**src/rtl/hazard_ctrl_mdu.sv**
```systemverilog
// hazard_ctrl_mdu
//   Hazard and forwarding controller for the 5-stage F/D/E/M/W MIPS pipeline.
//   - Selects forwarded operands for the D (branch/compare), E (ALU) and
//     M (store data) stages.
//   - Generates D/E stalls, front-end enables and bubble flushes.
//   - Keeps a short history of retired W writes so that E/M can still
//     forward a value that has already left the pipeline.
//   - Tracks multi-cycle MDU occupancy and counts stall cycles.
// Ports
//   Clk, Reset                  clock (rising edge), synchronous active-high reset
//   A1D/A2D, D1Use/D2Use        D source registers and use flags
//   RD1D/RD2D                   register file read data in D
//   MDUOpD                      D instruction needs the MDU or HI/LO
//   A1E/A2E, E1Use/E2Use        E source registers and use flags
//   RD1E/RD2E                   E pipelined read data
//   MDUStartE                   00 none, 01 mult, 10 div, 11 none
//   A3E/WDE/WDEVld              E destination, result, result valid
//   A3M/WDM/WDMVld              M destination, result, result valid
//   A2M/RD2M                    M store-data source and pipelined data
//   A3W/WDW                     W destination and write data
//   ForwardD1/D2/E1/E2/M2       forwarded operands
//   PCEn/DRegEn/ERegEn          stage enables
//   ERegFlush/MRegFlush         bubble inserts into E and M
//   MDUBusy                     MDU occupied or being started this cycle
//   StallCnt                    saturating count of stalled cycles
module hazard_ctrl_mdu #(
  parameter int unsigned DW         = 32,
  parameter int unsigned AW         = 5,
  parameter int unsigned HIST_DEPTH = 1,
  parameter int unsigned MULT_LAT   = 5,
  parameter int unsigned DIV_LAT    = 10,
  parameter int unsigned CNT_W      = 32
) (
  input  logic             Clk,
  input  logic             Reset,
  input  logic [AW-1:0]    A1D,
  input  logic [AW-1:0]    A2D,
  input  logic             D1Use,
  input  logic             D2Use,
  input  logic [DW-1:0]    RD1D,
  input  logic [DW-1:0]    RD2D,
  input  logic             MDUOpD,
  input  logic [AW-1:0]    A1E,
  input  logic [AW-1:0]    A2E,
  input  logic             E1Use,
  input  logic             E2Use,
  input  logic [DW-1:0]    RD1E,
  input  logic [DW-1:0]    RD2E,
  input  logic [1:0]       MDUStartE,
  input  logic [AW-1:0]    A3E,
  input  logic [DW-1:0]    WDE,
  input  logic             WDEVld,
  input  logic [AW-1:0]    A3M,
  input  logic [DW-1:0]    WDM,
  input  logic             WDMVld,
  input  logic [AW-1:0]    A2M,
  input  logic [DW-1:0]    RD2M,
  input  logic [AW-1:0]    A3W,
  input  logic [DW-1:0]    WDW,
  output logic [DW-1:0]    ForwardD1,
  output logic [DW-1:0]    ForwardD2,
  output logic [DW-1:0]    ForwardE1,
  output logic [DW-1:0]    ForwardE2,
  output logic [DW-1:0]    ForwardM2,
  output logic             PCEn,
  output logic             DRegEn,
  output logic             ERegEn,
  output logic             ERegFlush,
  output logic             MRegFlush,
  output logic             MDUBusy,
  output logic [CNT_W-1:0] StallCnt
);

  localparam int unsigned MAX_LAT = (MULT_LAT > DIV_LAT) ? MULT_LAT : DIV_LAT;
  localparam int unsigned MCW     = $clog2(MAX_LAT) + 1;

  typedef enum logic [1:0] {
    MDU_NONE = 2'b00,
    MDU_MULT = 2'b01,
    MDU_DIV  = 2'b10,
    MDU_RSVD = 2'b11
  } mdu_op_e;

  function automatic logic match(input logic [AW-1:0] a, input logic [AW-1:0] d);
    return (a == d) && (d != '0);
  endfunction

  mdu_op_e            mdu_op;
  logic               mdu_req;
  logic               stall_e;
  logic               stall_d;
  logic               h1;
  logic               h2;
  logic [MCW-1:0]     mcnt_q,   mcnt_d;
  logic [CNT_W-1:0]   cnt_q,    cnt_d;
  logic [AW-1:0]      hist_a_q [HIST_DEPTH];
  logic [AW-1:0]      hist_a_d [HIST_DEPTH];
  logic [DW-1:0]      hist_w_q [HIST_DEPTH];
  logic [DW-1:0]      hist_w_d [HIST_DEPTH];

  assign mdu_op  = mdu_op_e'(MDUStartE);
  assign mdu_req = (mdu_op == MDU_MULT) || (mdu_op == MDU_DIV);

  // Hazard detection and pipeline control
  always_comb begin
    stall_e = (E1Use && match(A1E, A3M) && !WDMVld) ||
              (E2Use && match(A2E, A3M) && !WDMVld);
    // An unready E producer shadows any M producer of the same register.
    h1 = D1Use && ((match(A1D, A3E) && !WDEVld) ||
                   (match(A1D, A3M) && !match(A1D, A3E) && !WDMVld));
    h2 = D2Use && ((match(A2D, A3E) && !WDEVld) ||
                   (match(A2D, A3M) && !match(A2D, A3E) && !WDMVld));
    MDUBusy   = (mcnt_q != '0) || mdu_req;
    // E stall freezes D too, so a concurrent D hazard must not also flush E.
    stall_d   = (h1 || h2 || (MDUOpD && MDUBusy)) && !stall_e;
    PCEn      = !(stall_d || stall_e);
    DRegEn    = !(stall_d || stall_e);
    ERegEn    = !stall_e;
    ERegFlush = stall_d;
    MRegFlush = stall_e;
  end

  // Forwarding muxes
  always_comb begin
    ForwardD1 = match(A1D, A3E) ? WDE : match(A1D, A3M) ? WDM : RD1D;
    ForwardD2 = match(A2D, A3E) ? WDE : match(A2D, A3M) ? WDM : RD2D;
    ForwardE1 = RD1E;
    ForwardE2 = RD2E;
    ForwardM2 = RD2M;
    // Walk oldest to newest so younger sources override older ones.
    for (int unsigned i = HIST_DEPTH; i > 0; i--) begin
      if (match(A1E, hist_a_q[i-1])) ForwardE1 = hist_w_q[i-1];
      if (match(A2E, hist_a_q[i-1])) ForwardE2 = hist_w_q[i-1];
      if (match(A2M, hist_a_q[i-1])) ForwardM2 = hist_w_q[i-1];
    end
    if (match(A1E, A3W)) ForwardE1 = WDW;
    if (match(A2E, A3W)) ForwardE2 = WDW;
    if (match(A2M, A3W)) ForwardM2 = WDW;
    if (match(A1E, A3M)) ForwardE1 = WDM;
    if (match(A2E, A3M)) ForwardE2 = WDM;
  end

  // Next-state: MDU counter, stall counter, write history
  always_comb begin
    mcnt_d = mcnt_q;
    if (mdu_req && !stall_e) begin
      mcnt_d = (mdu_op == MDU_MULT) ? MCW'(MULT_LAT) : MCW'(DIV_LAT);
    end else if (mcnt_q != '0) begin
      mcnt_d = mcnt_q - MCW'(1);
    end

    cnt_d = cnt_q;
    if ((stall_d || stall_e) && (cnt_q != '1)) begin
      cnt_d = cnt_q + CNT_W'(1);
    end

    hist_a_d[0] = A3W;
    hist_w_d[0] = WDW;
    for (int unsigned i = 1; i < HIST_DEPTH; i++) begin
      hist_a_d[i] = hist_a_q[i-1];
      hist_w_d[i] = hist_w_q[i-1];
    end
  end

  always_ff @(posedge Clk) begin
    if (Reset) begin
      mcnt_q <= '0;
      cnt_q  <= '0;
      for (int unsigned i = 0; i < HIST_DEPTH; i++) begin
        hist_a_q[i] <= '0;
        hist_w_q[i] <= '0;
      end
    end else begin
      mcnt_q <= mcnt_d;
      cnt_q  <= cnt_d;
      for (int unsigned i = 0; i < HIST_DEPTH; i++) begin
        hist_a_q[i] <= hist_a_d[i];
        hist_w_q[i] <= hist_w_d[i];
      end
    end
  end

  assign StallCnt = cnt_q;

endmodule
```
**config.mk**
```make
export PLATFORM = sky130hd
export DESIGN_NAME = hazard_ctrl_mdu
export DESIGN_NICKNAME = d
export VERILOG_FILES = /design/src/rtl/hazard_ctrl_mdu.sv
export SDC_FILE = /design/constraint.sdc
export NUM_CORES = 1
export LEC_CHECK = 0
export CAP_MARGIN = 20
export CORE_AREA = 2 2 197 199
export DETAILED_ROUTE_END_ITERATION = 12
export DIE_AREA = 0 0 199 201
export GPL_ROUTABILITY_DRIVEN = 1
export PLACE_DENSITY = 0.6
export SETUP_SLACK_MARGIN = 0.15
export SYNTH_ARGS = -nofsm -noshare
export SYNTH_HDL_FRONTEND = slang
export SYNTH_SLANG_ARGS = --single-unit
```
**constraint.sdc**
```tcl
create_clock -name Clk -period 3.1 [get_ports Clk]
set_input_delay 0.31 -clock Clk [delete_from_list [all_inputs] [get_ports Clk]]
set_output_delay 0.31 -clock Clk [all_outputs]
set_load 0.01 [all_outputs]
```
==> impl_metrics.ini, run 1 <==
[die]
io_pins = 505
dieWidth_um = 199
dieArea_sq_um = 40000
die-height_um = 201
core_area_sq_um = 38100
initial_utilization_pct = 20.1
rows = 72

[clocking]
clock-sinks = 74
cts_max_level = 3
numCtsBuffers = 9
root_buffer = clkbuf_16
clock_latency_ns = 0.36
cts_tree = yes
clockBufferDepth = 2
clk_pin_slew_ns = 0.06

[power]
leakage_nw = 5.30
power-per-cell-area_nw_per_um2 = 272
max-vdd-ir-drop_mv = 0.230

[grt]
grt-ovfl-total = 0
grt_pass1_wl_mm = 65.6
grt_pass1_vias = 10400
track_usage_pct = 22.0
antenna_found_initial = 16
grt_max_degree = 63

[sta]
skew_ns = 0.00638
setup_ws_ns = 0.210
finalCriticalPeriod_ns = 2.89
finalCritPeriodShare_pct = 93.2
drv_slew = 0
fmax_mhz = 346
setup_viol = 0
hold_viol_final = 0
grt_setup_unrepaired = true
tightest_slew_ns = 0.679
slew_headroom_pct = 54.7

[worst_setup_path]
cp_slowest_cell = or4_4
arrival_ns = 2.58
crit_chain = or4_4 -> nor2_4 -> nor4_4 -> buf_4 -> buf_6 -> buf_12 -> buf_4 -> mux2i_1 -> nand2_1 -> o21ai_0 -> o21ai_1 -> buf_2
cpMostUsedCell = buf_4
path_class = reg2out
path_delay_family = simple AND/OR/NAND/NOR gates
end_kind = primary output
critPathMaxStageDelay_ns = 0.54
cp-start-kind = flop
required_ns = 2.79
worstPathMaxFanout = 6
cp_num_buf_inv = 5

[drt]
ant_nets = 0
route.met3.wl_mm = 3.52
via_per_inst = 4.79
top_layer = met5
post_drt_wl_per_cell_um = 21.1
drc_errors = 0
met2_length_mm = 22.3
wl_met1_mm = 19.0
drt_pre_antenna_iters = 5
drt_wl_total_mm = 46.3
vias = 10500
drt_iter0_markers = 457

[worst_hold_path]
hold_class = in2reg

[placed_design]
place.gp.congestion = 0.942
dp_slack_ns = -0.304
dpl.hpwl_mm = 35.0
dp.cells = 2130
io_buffers = 504

[synthesis]
yosys_warnings = 0
syn_inst = 1103
ys_seq_elements = 74
synth_xor_area_share_pct = 7.19
yosysUniqueCellTypes = 43
syn_avg_cell_area_sq_um = 6.96
synthMuxAreaShare_pct = 21.4
synthAdderAreaFrac_pct = 0.652
syn_nets = 1414
synthesis.area_sq_um = 7670
synth-compound-area-share_pct = 21.1
yosys.area_share.simple_pct = 25.1
ys_seq_area_share_pct = 19.3
synth_top_family_by_area = simple AND/OR/NAND/NOR gates

[run]
maxCapViolCount = 0

[final_layout]
n_fill_cell = 4063
layout.nets = 1973
final_layout_size_suffix_gt1_share_pct = 15.1
multi_input_area_sq_um = 6020
final_common_cell = clkdlybuf4s50_1
final_cell_mix = clkdlybuf4s50_1, nand2_1, o21ai_0
seq_area_sq_um = 1490
area_growth_pct = 89.6
fin_cells = 2197

[status]
outcome = complete, no violations
-- cells by family after synthesis --
family,count (synthesis)
AOI/OAI and AO/OA,301
xor gates and xnor gates,63
adders and majority gates,4
buffers and inverters,95
DFF,74
muxes,163
and+or+nand+nor,403
-- path summary, 6_finish.rpt --
check | startpoint | slack (ns) | end | cells after the start
max | hist_a_q[0][1] | 0.21 | ForwardE1[13] | 12
max reg2reg | mcnt_q[0] | 0.51 | StallCnt[30] | 12
min reg2reg | StallCnt[28] | 0.50 | StallCnt[28] | 2
min | A3W[2] | 0.36 | hist_a_q[0][2] | 2
-- state kept, by name (all words and copies together), names as in the netlist --
| name | cells |
|---|---|
| mcnt_q | 5 |
| hist_w_q | 32 |
| StallCnt | 32 |
| hist_a_q | 5 |
-- what timing repair did --
action / 4_1_cts / 5_1_grt
pin swaps: 17 / 26
gates resized for setup: 315 / 144
gates cloned: 2 / 2
hold endpoints to repair: 0 / 0
hold buffers: 0 / 0
setup endpoints to repair: 164 / 137
buffers inserted: 23 / 12
-- final cells by class --
cell class	instances	share of cell area (%)
clock buffers	10	1.64
repair buffers	636	41.5
flip-flops and latches	74	10.2
diodes	12	0.206
clock inverters	6	0.507
well taps	518	4.45
multi-input cells	934	41.3
inverters	7	0.181
-- layer usage --
layer  vias to the layer above  global-route usage (%)
li1                       5040                       -
met1                      4973                    25.3
met2                       423                    38.1
met3                        83                    6.49
met4                         8                    8.02
met5                         -                       0
-- Yosys cell counts (all sizes together) --
master / n / area, sq um
a211oi: 1 / 7.51
a21bo: 1 / 10.0
a21oi: 37 / 185
a221oi: 1 / 26.3
a22o: 1 / 8.76
a31o: 2 / 17.5
a31oi: 1 / 6.26
and2: 6 / 37.5
and3: 6 / 37.5
and4: 3 / 26.3
buf: 16 / 106
clkbuf: 72 / 270
dfxtp: 74 / 1480
ha: 4 / 50.1
inv: 7 / 26.3
mux2: 3 / 37.5
mux2i: 160 / 1600
nand2: 247 / 927
nand2b: 1 / 6.26
nand3: 21 / 105
nand4: 11 / 68.8
nor2: 12 / 52.6
nor2b: 40 / 250
nor3: 9 / 45.0
nor4: 9 / 77.6
nor4b: 1 / 15.0
o21ai: 228 / 1140
o31ai: 28 / 210
o41ai: 1 / 8.76
or3: 5 / 31.3
or3b: 1 / 8.76
or4: 31 / 236
xnor2: 41 / 359
xor2: 22 / 193
-- report_power, final --
part	leakage [nW]	internal [mW]	switching, mW	total (mW)
sequential	0.609	0.993	0.0400	1.03
clock	0.153	0.655	0.501	1.16
combinational	4.54	0.931	0.837	1.77
-- metrics by stage --
| step | hold WS, ns | cell area [sq um] | utilization, % | power (mW) | TNS [ns] |
|---|---|---|---|---|---|
| 6_report | 0.361 | 14500 | 38.2 | 3.96 | 0 |
| 5_1_grt | 0.357 | 14500 | 38.2 | 4.18 | 0 |
| 4_1_cts | 0.444 | 14300 | 37.6 | 3.98 | -0.0564 |
| 3_5_place_dp | 0.481 | 13900 | 36.6 | 2.89 | -14.09 |
| 3_3_place_gp | 0.476 | 13900 | 36.6 | 2.87 | -11.88 |
| 2_1_floorplan | 0.438 | 7670 | - | 1.73 | 0 |
Note: power is estimated with default switching activity, not from simulation.
==> run 2, diff against run 1 <==
REMOVE_ABC_BUFFERS = 1   (was default)
==> run 2 against run 1 <==
Combinational power is 2% higher. Clock skew rose by 0.0034 ns. Via count shrank 1.5%. Critical path depth down 4. Sequential share of layout area down 0.11 points. Worst setup slack worse by 0.079 ns. Die area unchanged. First-iteration DRC count rose by 32%. Register-to-register slack got worse by 0.12 ns. Wire length up 1.3%. Hold slack better by 0.13 ns. Utilization up 0.39 points. Largest power group unchanged.
==> impl_metrics.ini, run 2 (same netlist as run 1, synthesis figures left out) <==
[worst_setup_path]
path_class = in2out
end_kind = primary output
worstPathMaxFanout = 13
cp-start-kind = input port
arrival_ns = 2.66
cp_slowest_cell = clkdlybuf4s50_1
cpMostUsedCell = clkdlybuf4s50_1
critPathMaxStageDelay_ns = 0.61
crit_chain = clkdlybuf4s50_1 -> xnor2_1 -> nand3_1 -> nor4_4 -> buf_12 -> mux2i_1 -> o21ai_0 -> clkdlybuf4s50_1
required_ns = 2.79
reg2reg_depth = 12

[clocking]
holdBufCountCts = 0
root_buffer = clkbuf_16
numCtsBuffers = 9
cts_max_level = 3
clock_latency_ns = 0.34
cts_tree = yes
clockBufferDepth = 2
clock-sinks = 74
clk_pin_slew_ns = 0.06

[final_layout]
final_cell_mix = clkdlybuf4s50_1, nand2_1, o21ai_0
final_common_cell = clkdlybuf4s50_1
layout.nets = 1971
area_growth_pct = 91.6
final_layout_size_suffix_gt1_share_pct = 13.4
post-route-util_pct = 38.6
fin_cells = 2188

[sta]
hold_viol_final = 0
tightest_slew_ns = 0.713
finalSetupTns_ns = 0
finalCriticalPeriod_ns = 2.97
drv_slew = 0
fmax_mhz = 337
grt_setup_unrepaired = true
slew_headroom_pct = 52.5
skew_ns = 0.00980
finalCritPeriodShare_pct = 95.8
setup_ws_ns = 0.130
setup_viol = 0

[grt]
antenna_found_initial = 5
track_usage_pct = 22.1
grt_pass1_wl_mm = 65.6
grt-ovfl-total = 0
grt_pass1_vias = 10300
grt_max_degree = 41

[die]
die-height_um = 201
dieWidth_um = 199
io_pins = 505
core_area_sq_um = 38100
dieArea_sq_um = 40000
initial_utilization_pct = 20.1
rows = 72

[drt]
ant_nets = 0
drt_iter0_markers = 604
drt_wl_total_mm = 46.9
drc_errors = 0
via_per_inst = 4.74
post_drt_wl_per_cell_um = 21.4
drt_pre_antenna_iters = 5
vias = 10400

[run]
maxCapViolCount = 0

[power]
finalPower_mw = 4.11
power-per-cell-area_nw_per_um2 = 280
leakage_nw = 5.47
max-vdd-ir-drop_mv = 0.266

[placed_design]
dpl.hpwl_mm = 35.3
dp_slack_ns = -0.216
place.gp.congestion = 0.908
dp.cells = 2140
io_buffers = 504

[status]
outcome = complete, no violations

[worst_hold_path]
hold_class = reg2reg
holdPathStages = 2
run 2: layout make-up:
class                   instances  area [sq um]
clock inverters                 7           118
clock buffers                   9           225
flip-flops and latches         74          1480
inverters                       7          26.3
well taps                     518           648
repair buffers                634          6230
fillers                      3945         23400
multi-input cells             934          5960
diodes                          5          12.5
run 2: worst max-delay path, delay by kind of cell:
kind	cells	cell delay (ns)
buffers and inverters	3	1.39
AND/OR/NAND/NOR	2	0.43
AO/OA/AOI/OAI	1	0.27
XOR/XNOR	1	0.14
multiplexers	1	0.09
run 2: power breakdown:
group / switching [mW] / internal [mW]
combinational: 0.847 / 0.962
clock: 0.482 / 0.788
sequential: 0.0401 / 0.992
run 2: path summary, 6_finish.rpt:
| path | startpoint | end | slack (ns) |
|---|---|---|---|
| worst max-delay path | A2M[2] | ForwardM2[6] | 0.13 |
| worst min-delay path | StallCnt[9] | StallCnt[9] | 0.49 |
| worst max register to register | mcnt_q[0] | StallCnt[31] | 0.39 |
| worst min register to register | StallCnt[9] | StallCnt[9] | 0.49 |
run 2: stage by stage:
stage	hold slack [ns]	instance area, sq um
floorplan	0.379	7300
global placement	0.474	14100
detailed placement	0.481	14100
CTS	0.492	14600
global route	0.528	14700
finish	0.489	14700
run 2: what timing repair did:
action,CTS,global route
gates cloned,4,2
setup buffers,15,6
gates resized for setup,293,118
setup endpoints to repair,164,125
pin swaps,11,17
run 2: layer usage:
layer	GRT usage (%)	share of wire (%)	vias to the layer above
met5	0	0.028	-
met3	5.54	6.8	64
met2	39.2	50	388
met1	25.3	41	4881
met4	8.61	2.8	2
li1	-	-	5039
==> run 3, diff against run 2 <==
REMOVE_ABC_BUFFERS = default   (was 1)
SETUP_SLACK_MARGIN = 0.3   (was 0.15)
clock period = 3.4 ns   (was 3.1 ns; I/O delays follow)
==> run 3 against run 2 <==
Clock power down 19%. Via count shrank 1.7%. Sequential share of layout area increased by 0.32 points. Die area did not move. Register-to-register slack improved by 0.21 ns.
==> impl_metrics.ini, run 3 (same netlist as run 1, synthesis figures left out) <==
[status]
outcome = complete, no violations

[sta]
tightest_slew_ns = 0.761
finalCriticalPeriod_ns = 3.10
drv_slew = 0
fmax_mhz = 322
setup_viol = 0
finalCritPeriodShare_pct = 91.3
slew_headroom_pct = 49.3
grt_setup_unrepaired = true
hold_viol_final = 0
hold_slack_ns = 0.380
finalSetupTns_ns = 0
setup_ws_ns = 0.297
skew_ns = 0.00485

[placed_design]
io_buffers = 504
place.gp.congestion = 0.895
dpl_cell_area_sq_um = 13700
dpl.hpwl_mm = 34.9
dp_slack_ns = -0.0814

[clocking]
clockBufferDepth = 2
cts_max_level = 3
root_buffer = clkbuf_16
holdBufCountCts = 0
cts_tree = yes
clock_latency_ns = 0.37
clk_pin_slew_ns = 0.07
numCtsBuffers = 9
clock-sinks = 74

[drt]
ant_nets = 0
drc_errors = 0
drt_wl_total_mm = 45.7
drt_pre_antenna_iters = 5
drt_iter0_markers = 527
post_drt_wl_per_cell_um = 21.3
via_per_inst = 4.75
vias = 10200

[grt]
grt_max_degree = 65
track_usage_pct = 21.7
grt_pass1_vias = 10100
antenna_found_initial = 14
grt-ovfl-total = 0
grt_pass1_wl_mm = 64.3

[power]
p_sw_mw = 1.24
max-vdd-ir-drop_mv = 0.253
clkPwrFrac_pct = 29.0
combPwrFrac_pct = 44.5
internal_power_mw = 2.32
seq_power_share_pct = 26.5
switching_share_pct = 34.8
power-per-cell-area_nw_per_um2 = 250
leakage_nw = 5.17

[final_layout]
layout.nets = 1927
final_layout_size_suffix_gt1_share_pct = 8.27
final_cell_mix = clkdlybuf4s50_1, nand2_1, o21ai_0
final_common_cell = clkdlybuf4s50_1
fin_area_sq_um = 14200
area_growth_pct = 85.4

[worst_hold_path]
hold_class = in2reg

[worst_setup_path]
cp_num_buf_inv = 5
path_delay_family = buffers and inverters
arrival_ns = 2.76
end_kind = primary output
required_ns = 3.06
cp-start-kind = input port
cp_slowest_cell = clkdlybuf4s50_1
worstPathMaxFanout = 64
critPathMaxStageDelay_ns = 0.53
path_class = in2out
crit_chain = clkdlybuf4s50_1 -> or4_1 -> nor2_1 -> buf_4 -> nor3_2 -> buf_12 -> o21ai_4 -> buf_4 -> clkdlybuf4s50_1

[die]
core_area_sq_um = 38100
rows = 72
die-height_um = 201
dieArea_sq_um = 40000
io_pins = 505
dieWidth_um = 199
initial_utilization_pct = 20.1

[run]
maxCapViolCount = 0
## run 3: final timing paths
kind	start	depth (start not counted)	slack (ns)	end
hold / removal	A3W[1]	2	0.38	hist_a_q[0][1]
setup / recovery	A3E[3]	9	0.30	ForwardD1[0]
setup reg to reg	mcnt_q[0]	13	0.60	StallCnt[17]
hold reg to reg	StallCnt[26]	2	0.50	StallCnt[26]
## run 3: power groups by stage
stage | clock (mW) | combinational [mW] | sequential [mW]
3_5_place_dp | 0 | 1.64 | 0.962
6_report | 1.03 | 1.58 | 0.942
3_3_place_gp | 0 | 1.63 | 0.959
2_1_floorplan | 0 | 0.630 | 0.952
4_1_cts | 1.08 | 1.57 | 0.942
5_1_grt | 1.11 | 1.70 | 0.948
## run 3: worst reg2reg max path: stages (launching register included)
cell and delay (ns):
dfxtp_1 0.37, inv_1 0.08, ha_1 0.21, nor4b_2 0.16
buf_4 0.16, a21bo_2 0.21, o41ai_1 0.08, a31o_1 0.20
a221oi_4 0.06, buf_4 0.15, buf_4 0.21, buf_4 0.19
or4_1 0.49, a21oi_1 0.15
## run 3: final cells by class
type,count,area [sq um]
fillers,4039,23900
multi-input cells,934,5930
flip-flops and latches,74,1480
inverters,7,26.3
clock inverters,6,67.6
diodes,7,17.5
well taps,518,648
repair buffers,590,5830
clock buffers,9,225
## run 3: repair_timing
action	in CTS	in global routing
resized for setup	134	76
cloned	2	2
buffers inserted	6	9
endpoints found under the setup margin	158	100
pin swaps	5	5
## run 3: layer usage
metal  wire [um]  up-vias  GRT usage (%)
met5          91        -              0
met4        1370       12           8.72
met3        3660       78           5.90
met2       22000      388           37.4
met1       18600     4768           25.4
li1            -     4947              -
## run 3: metrics by stage
step,power [mW],instances,utilization [%]
detailed placement,2.61,2104,35.9
global placement,2.59,2104,35.9
global route,3.76,2142,37.3
floorplan,1.58,1103,-
CTS,3.59,2127,36.6
finish,3.55,2145,37.3
